[src/rtl/muldiv_unit.sv]
// Iterative MULT/MULTU/DIV/DIVU unit producing {hi, lo}, one bit per cycle.
// Optional macro MULDIV_FAST_MUL_EN: multiplies use a single-cycle multiplier and skip CALC.
module muldiv_unit #(
    parameter int WIDTH = 32
) (
    input  logic             clk,
    input  logic             rst,
    input  logic             start_i,
    input  logic [1:0]       op_i,
    input  logic [WIDTH-1:0] a_i,
    input  logic [WIDTH-1:0] b_i,
    input  logic             cancel_i,
    output logic             stall_o,
    output logic             busy_o,
    output logic             done_o,
    output logic [WIDTH-1:0] hi_o,
    output logic [WIDTH-1:0] lo_o
);
    localparam int CNT_W = $clog2(WIDTH) + 1;

    typedef enum logic [1:0] {IDLE, CALC, FIX, DONE} state_t;

    state_t             state;
    logic [CNT_W-1:0]   cnt;
    logic [1:0]         op_q;
    logic               neg_res;
    logic               neg_rem;
    logic [WIDTH-1:0]   mag_b;
    logic [2*WIDTH-1:0] acc;

    logic               idle_like;
    logic               accept;
    logic               signed_op;
    logic [WIDTH-1:0]   abs_a;
    logic [WIDTH-1:0]   abs_b;
    logic [WIDTH:0]     mul_sum;
    logic [WIDTH:0]     rem_shift;
    logic [WIDTH:0]     rem_diff;
    logic [2*WIDTH-1:0] acc_next;
    logic [2*WIDTH-1:0] prod_fix;
    logic [WIDTH-1:0]   quot_fix;
    logic [WIDTH-1:0]   rem_fix;
    logic [WIDTH-1:0]   res_hi;
    logic [WIDTH-1:0]   res_lo;

    assign idle_like = (state == IDLE) || (state == DONE);
    assign accept    = start_i & idle_like & ~cancel_i;
    assign stall_o   = accept | (state == CALC) | (state == FIX);
    assign signed_op = ~op_i[0];
    assign abs_a     = (signed_op & a_i[WIDTH-1]) ? -a_i : a_i;
    assign abs_b     = (signed_op & b_i[WIDTH-1]) ? -b_i : b_i;

`ifdef MULDIV_FAST_MUL_EN
    logic [2*WIDTH-1:0] ext_a;
    logic [2*WIDTH-1:0] ext_b;
    logic [2*WIDTH-1:0] fast_prod;

    assign ext_a     = {{WIDTH{signed_op & a_i[WIDTH-1]}}, a_i};
    assign ext_b     = {{WIDTH{signed_op & b_i[WIDTH-1]}}, b_i};
    assign fast_prod = ext_a * ext_b;
`endif

    // acc holds {partial product, multiplier} for mult and {remainder, dividend/quotient} for div.
    always_comb begin
        mul_sum   = {1'b0, acc[2*WIDTH-1:WIDTH]} + (acc[0] ? {1'b0, mag_b} : {(WIDTH+1){1'b0}});
        rem_shift = {acc[2*WIDTH-1:WIDTH], acc[WIDTH-1]};
        rem_diff  = rem_shift - {1'b0, mag_b};
        acc_next  = {mul_sum, acc[WIDTH-1:1]};
        if (op_q[1]) begin
            if (!rem_diff[WIDTH])
                acc_next = {rem_diff[WIDTH-1:0], acc[WIDTH-2:0], 1'b1};
            else
                acc_next = {rem_shift[WIDTH-1:0], acc[WIDTH-2:0], 1'b0};
        end
    end

    // A zero divisor yields an all-ones quotient; the remainder naturally reproduces a.
    always_comb begin
        prod_fix = neg_res ? -acc : acc;
        rem_fix  = neg_rem ? -acc[2*WIDTH-1:WIDTH] : acc[2*WIDTH-1:WIDTH];
        quot_fix = neg_res ? -acc[WIDTH-1:0] : acc[WIDTH-1:0];
        if (mag_b == '0)
            quot_fix = '1;
        res_hi = prod_fix[2*WIDTH-1:WIDTH];
        res_lo = prod_fix[WIDTH-1:0];
        if (op_q[1]) begin
            res_hi = rem_fix;
            res_lo = quot_fix;
        end
    end

    always_ff @(posedge clk or negedge rst) begin
        if (!rst) begin
            state   <= IDLE;
            cnt     <= '0;
            op_q    <= '0;
            neg_res <= 1'b0;
            neg_rem <= 1'b0;
            mag_b   <= '0;
            acc     <= '0;
            busy_o  <= 1'b0;
            done_o  <= 1'b0;
            hi_o    <= '0;
            lo_o    <= '0;
        end else begin
            done_o <= 1'b0;
            case (state)
                IDLE, DONE: begin
                    if (accept) begin
                        op_q    <= op_i;
                        mag_b   <= abs_b;
                        neg_rem <= signed_op & a_i[WIDTH-1];
                        busy_o  <= 1'b1;
                        acc     <= {{WIDTH{1'b0}}, abs_a};
                        cnt     <= CNT_W'(WIDTH);
                        state   <= CALC;
`ifdef MULDIV_FAST_MUL_EN
                        neg_res <= signed_op & (a_i[WIDTH-1] ^ b_i[WIDTH-1]) & op_i[1];
                        if (!op_i[1]) begin
                            acc   <= fast_prod;
                            cnt   <= '0;
                            state <= FIX;
                        end
`else
                        neg_res <= signed_op & (a_i[WIDTH-1] ^ b_i[WIDTH-1]);
`endif
                    end else begin
                        state <= IDLE;
                    end
                end
                CALC: begin
                    if (cancel_i) begin
                        state  <= IDLE;
                        busy_o <= 1'b0;
                    end else begin
                        acc <= acc_next;
                        cnt <= cnt - CNT_W'(1);
                        if (cnt == CNT_W'(1))
                            state <= FIX;
                    end
                end
                FIX: begin
                    state  <= cancel_i ? IDLE : DONE;
                    busy_o <= 1'b0;
                    if (!cancel_i) begin
                        hi_o   <= res_hi;
                        lo_o   <= res_lo;
                        done_o <= 1'b1;
                    end
                end
                default: state <= IDLE;
            endcase
        end
    end
endmodule

[config.mk]
export PLATFORM = sky130hd
export DESIGN_NAME = muldiv_unit
export DESIGN_NICKNAME = d
export VERILOG_FILES = /design/src/rtl/muldiv_unit.sv
export SDC_FILE = /design/constraint.sdc
export NUM_CORES = 1
export LEC_CHECK = 0
export BUFFER_PORTS_ARGS = -buffer_cell sky130_fd_sc_hd__buf_2
export CAP_MARGIN = 10
export CORE_ASPECT_RATIO = 0.7
export CORE_UTILIZATION = 45
export CTS_CLUSTER_DIAMETER = 120
export CTS_CLUSTER_SIZE = 28
export DETAILED_ROUTE_END_ITERATION = 10
export GPL_TIMING_DRIVEN = 0
export PLACE_DENSITY_LB_ADDON = 0.1
export SYNTH_ARGS = -nofsm -noshare
export SYNTH_HDL_FRONTEND = slang
export SYNTH_SLANG_ARGS = --single-unit
[constraint.sdc]
create_clock -name clk -period 3.4 [get_ports clk]
set_clock_uncertainty 0.1 [all_clocks]
set_input_delay 0.17 -clock clk [delete_from_list [all_inputs] [get_ports clk]]
set_output_delay 0.17 -clock clk [all_outputs]
set_load 0.1 [all_outputs]
# --- Word level (Yosys, flattened, before mapping) ---
# Cells that the tools add are included.
word_totals:
  reg_bits: 174
  in_bits: 70
  out_inout_bits: 67
classes:
  n_addsub: 8
  eq_ne: 8
  n_mux: 27
  n_bitwise: 10
  reduce_logical: 9
op_table:
  columns: ["cell", "n"]
  rows:
  - ["$mux W64", 5]
  - ["$mux W32", 8]
  - ["$neg A32 Y32", 4]
  - ["$pmux W64 S2", 1]
  - ["$neg A64 Y64", 1]
  - ["$add A32 B32 Y33", 1]
  - ["$sub A33 B32 Y33", 1]
  - ["$logic_not A32 Y1", 1]
  - ["$mux W6", 2]
  - ["$pmux W6 S2", 1]
  - ["$eq A6 B1 Y1 const B", 1]
  - ["$mux W2", 3]
  - ["$ne A2 B2 Y1 const B", 3]
  - ["$pmux W2 S3", 1]
  - ["$reduce_and A2 Y1", 3]
  - ["$sub A6 B1 Y6 const B", 1]
  - ["$and A1 B1 Y1", 5]
  - ["$mux W1", 5]
  - ["$eq A2 B2 Y1 const B", 2]
  - ["$ne A3 B2 Y1 const B", 1]
  - ["$pmux W1 S3", 1]
  - ["$reduce_and A3 Y1", 1]
  - ["$eq A2 B1 Y1 const B", 1]
  - ["$logic_not A2 Y1", 1]
  - ["6 further kinds", 8]

# --- Depth between registers and ports, before layout ---
depth:
  word_depth: 6
  depth_mapped: 14
  depth_no_buf: 13

# --- Worst setup path after synthesis ---
# OpenSTA, ideal clock, no wires.
synth_timing:
  path_kind: "register to register"
  startpoint: "reg acc[0]"
  endpoint: "reg hi_o[24]"
  t_arrival_ns: 3.476
  slack_ns: -0.306
  path_stages_with_launch: 14
  synth_period_minus_slack_ns: 3.706
  path_cell_list: "dfrtp_1 inv_1 buf_1 ha_1 or4b_1 or3_1 or3_4 or4_4 nor4_4 nand2b_1 buf_4 a41oi_1 xnor2_1 o21ai_1"
synth_between:
  elab_chain_cells: 3
synth_rtl:
  columns: ["item", "line", "text"]
  rows:
  - ["from (decl)", "29", "logic [2*WIDTH-1:0] acc;"]
  - ["from (signal assigned)", "114", "acc <= {{WIDTH{1'b0}}, abs_a};"]
  - ["from (signal assigned)", "136", "acc <= acc_next;"]
  - ["$neg A64 Y64", "79", "prod_fix = neg_res ? -acc : acc;"]
  - ["$mux W64", "79", null]
  - ["$mux W32", "86", "if (op_q[1]) begin"]
  - ["to (signal assigned)", "146", "hi_o <= res_hi;"]
  - ["to (decl)", "16", "output logic [WIDTH-1:0] hi_o,"]
# Every way passes these cells.
# A chain may end at the register's enable or synchronous reset.

# --- Worst setup path in the final report ---
layout_timing:
  startpoint: "reg acc[12]"
  endpoint: "reg hi_o[28]"
# The elaborated chain is that of the path after synthesis.

==> summary.md <==
The number of flip-flops and latches in the synthesized netlist works out to 173. The number of DRC markers in iteration 0 is 1557, and the die outline area is 0.0318 mm2. The simple-gate share of the synthesized area came out at 20.5%. In this run the count of I/O pins placed on the die edge is 137.

Area fraction in compound gates after synthesis: 23.6%. The chip width was 213 um; the maximum VDD drop was 0.00161 V. The synthesized design contains 0 enable-type register cells. Leaving out fill and tap cells, the most frequent cell in the layout is sky130_fd_sc_hd__nand2_1. Data arrives at the worst endpoint at 3.95 ns. The clock passes through at most 2 buffers. The final routed wire length divided by cell count was 21.0 um; the final period utilization was 109%. The number of antenna repair diodes was 0; the fraction of synthesis flops using an asynchronous set or reset pin was 100%.

By area the synthesized netlist is led by sky130_fd_sc_hd__dfrtp_1 (31%), sky130_fd_sc_hd__o21ai_0 (7.3%), sky130_fd_sc_hd__ha_1 (6.4%), sky130_fd_sc_hd__nand2_1 (6.2%), sky130_fd_sc_hd__a21oi_1 (5.2%). The floorplan step defined a core boundary enclosing 0.0303 mm2. Global-route usage over all layers: 32.8%. Type of origin of the critical path: a flip-flop.

Synthesis handed over a netlist of 1790 instances. The net count of the finished layout is 2196. The total power consumption of the routed design is 17.7 mW. In this run the worst hold path is classified as input port to flip-flop.

Clock-pin slew was measured on the worst setup and hold paths at 0.09 ns. For the final count of hold timing violations, the log shows 0. The count of nets left with antenna violations once routing finished came out at 0. At the worst endpoint, the required time is 3.64 ns. The setup TNS is -4.01 ns, and the count of placed standard cells including taps is 2339.

The clock latency of the later-clocked register in the worst-skew pair came out at 0.48 ns. In the routed design, unresolved DRC markers number 0. The worst pin sits at a relative slew slack of 20.3%. In this run, the combinational gates consume 66.2% of the power. TritonCTS created 17 clock buffers. The congestion estimate from routability-driven global placement came to 0.933. The predominant post-synthesis flop cell is sky130_fd_sc_hd__dfrtp_1.

The initial cell density of the core came out at 46.2%. After global routing the overflow that remains totals 0. After detailed placement, the total cell area comes to 0.0152 mm2. The top achievable clock speed was 0.269 GHz. The library cells used most frequently in the layout, excluding fill and tap cells, are sky130_fd_sc_hd__nand2_1 (226), sky130_fd_sc_hd__o21ai_0 (185), sky130_fd_sc_hd__nor2_1 (167). The number of warnings printed during yosys synthesis is 0. The clock tree synthesis step divided the H-tree into 4 levels.

For the number of antenna violations at the first check in global routing, the log shows 0. The clock period minus final worst setup slack is 3.71 ns. The endpoint class of the critical path is a flip-flop. The netlist area before placement was 0.0140 mm2; the relative contribution of sequential cells to total power was 22.3%. The sink count of the clock tree was 173; the row count was 53. The total power divided by cell area was 1000 mW/mm2. In this run the worst path has a maximum fanout of 5. Post-synthesis adder-cell area fraction: 6.72%. The tools report the detailed-router iteration count before antenna repair as 5. Leaving out filler cells and counting taps, the final layout contains 2477. The top-area cell type share of the netlist area is 30.9%, and the finished layout cell area is 0.0177 mm2. TritonCTS built the clock tree. The cell at the root of the clock tree is sky130_fd_sc_hd__clkbuf_16. Setup repair after global routing could not meet its margin everywhere. The worst hold slack was 0.0153 ns. The fraction of layout cells with a size suffix above 1 is 21.2%. The tools report the smallest setup slack after layout as -0.315 ns.

During placement, the flow inserted port buffers numbering 136. Cell internal power was estimated by the tool at 7.72 mW. The sequential share of the synthesized area was 30.9%; the average cell area after synthesis was 7.82 um2. The switching share of power came out at 56.4%.

The final count of pins violating max slew was 0. The number of nets in the synthesized netlist is 1934. The total of max-cap violations came out at 0. The fraction of synthesized cell area in xor and xnor cells was 10.3%. The first global-routing pass estimated 78.1 mm of wire. The floorplan step set the die height to 150 um. For flop-to-flop paths, the worst setup slack is -0.31 ns.

Entering global routing, the biggest net connects 94 pins. The flow ran to the end, but the final reports show violations. After synthesis, the netlist uses 78 different library cells. Setup violations remaining at the end of the flow were counted as 19.

The routed design has 52.1 mm of wire. By area, the combinational part of the netlist is dominated by compound AO/OA/AOI/OAI gates. Vias per cell: 5.87. For this design the total switching power over the nets is 9.99 mW.

The final reports fail on negative setup slack. The fraction of synthesized area in multiplexers is 3.47%, and the via count of the first global-routing pass is 13700. The final route contains 14500 vias.

After legalization and detailed placement, the total HPWL measured 39.2 mm. Summed over all instances, the cell type with the most area after synthesis is sky130_fd_sc_hd__dfrtp_1. Relative to the synthesized area, the layout overhead comes to 26.3%. For the pin with the worst max-slew slack, the measured transition is 1.19 ns. The worst setup path is of the flip-flop to flip-flop kind.

Per report_power, the clock group accounts for 11.5% of the total. The total leakage power came out at 7.88 nW.
state kept, by name, summed over array words and instances (netlist names):
signal   count
busy_o       1
hi_o        32
lo_o        32
neg_rem      1
op_q         1
cnt          6
neg_res      1
done_o       1
acc         64
state        2
mag_b       32
kinds of logic after synthesis:
family          count (synthesis)
compound gates                545
xor+xnor                      165
fa+ha+maj                      74
buf+inv                       164
flops                         173
mux                            48
simple gates                  621
critical path: stages (launching register included):
cell and delay [ns]:
sky130_fd_sc_hd__dfrtp_2 0.49, sky130_fd_sc_hd__or4_4 0.57, sky130_fd_sc_hd__or4_4 0.43, sky130_fd_sc_hd__or3_4 0.39, sky130_fd_sc_hd__or4_4 0.46, sky130_fd_sc_hd__nor4_4 0.37
sky130_fd_sc_hd__buf_4 0.19, sky130_fd_sc_hd__nor2_4 0.06, sky130_fd_sc_hd__o31a_1 0.28, sky130_fd_sc_hd__xnor2_2 0.19, sky130_fd_sc_hd__o21ai_1 0.07
through the flow:
step / utilization [%] / setup slack, ns
4_1_cts: 55.8 / -0.345
2_1_floorplan: - / -0.0529
3_3_place_gp: 50.2 / -0.979
5_1_grt: 58.3 / -0.391
6_report: 58.3 / -0.315
3_5_place_dp: 50.3 / -1.02
synthesized netlist by cell type, types with 13 or more instances:
master and instances:
sky130_fd_sc_hd__nand2_1 230, sky130_fd_sc_hd__o21ai_0 205, sky130_fd_sc_hd__nor2_1 177, sky130_fd_sc_hd__dfrtp_1 173
sky130_fd_sc_hd__a21oi_1 146, sky130_fd_sc_hd__xnor2_1 83, sky130_fd_sc_hd__clkbuf_1 82, sky130_fd_sc_hd__xor2_1 82
sky130_fd_sc_hd__ha_1 72, sky130_fd_sc_hd__inv_1 70, sky130_fd_sc_hd__mux2i_1 44, sky130_fd_sc_hd__nor3_1 41
sky130_fd_sc_hd__a21o_1 30, sky130_fd_sc_hd__nand3_1 30, sky130_fd_sc_hd__nand2b_1 23, sky130_fd_sc_hd__o31ai_1 22
sky130_fd_sc_hd__nor4_1 20, sky130_fd_sc_hd__or3_1 17, sky130_fd_sc_hd__a31oi_1 14, sky130_fd_sc_hd__o41ai_1 14
sky130_fd_sc_hd__a211oi_1 13, sky130_fd_sc_hd__a221o_1 13
power by group through the flow:
| stage | clock, mW | combinational (mW) | sequential (mW) |
|---|---|---|---|
| after detailed placement | 0 | 10.3 | 3.88 |
| after floorplan | 0 | 5.66 | 5.75 |
| after CTS | 2.05 | 10.9 | 3.84 |
| after global routing | 2.13 | 12.6 | 4.04 |
| final | 2.03 | 11.7 | 3.96 |
| after global placement | 0 | 10.2 | 3.85 |
final timing paths:
check,to,cells past startpoint,start
worst max register to register,hi_o[28],10,acc[12]
worst min-delay path,acc[19],4,a_i[19]
min in group asynchronous,done_o,2,rst
max in group asynchronous,mag_b[13],3,rst
worst min register to register,hi_o[1],2,hi_o[1]
worst max-delay path,hi_o[28],10,acc[12]
metal layers:
layer	global-route usage, %	wire, um	up-vias
met1	48.1	24800	6962
met5	0	0	-
met4	7.73	922	0
li1	-	-	6889
met3	11.0	5470	72
met2	45.5	20900	625
repair_timing:
item | 4_1_cts | 5_1_grt
hold buffers | 38 | 0
setup endpoints to repair | 53 | 55
pin swaps | 32 | 53
endpoints found under the hold margin | 116 | 0
setup buffers | 40 | 38
resized for setup | 105 | 136
final cells by class:
cell class / count / area (um2)
fillers: 2784 / 12600
multi-input cells: 1453 / 9800
flip-flops and latches: 173 / 4360
repair buffers: 252 / 1720
well taps: 412 / 515
clock buffers: 17 / 425
plain buffers: 85 / 402
inverters: 70 / 273
clock inverters: 15 / 168
Note: power is estimated with default switching activity, not from simulation.
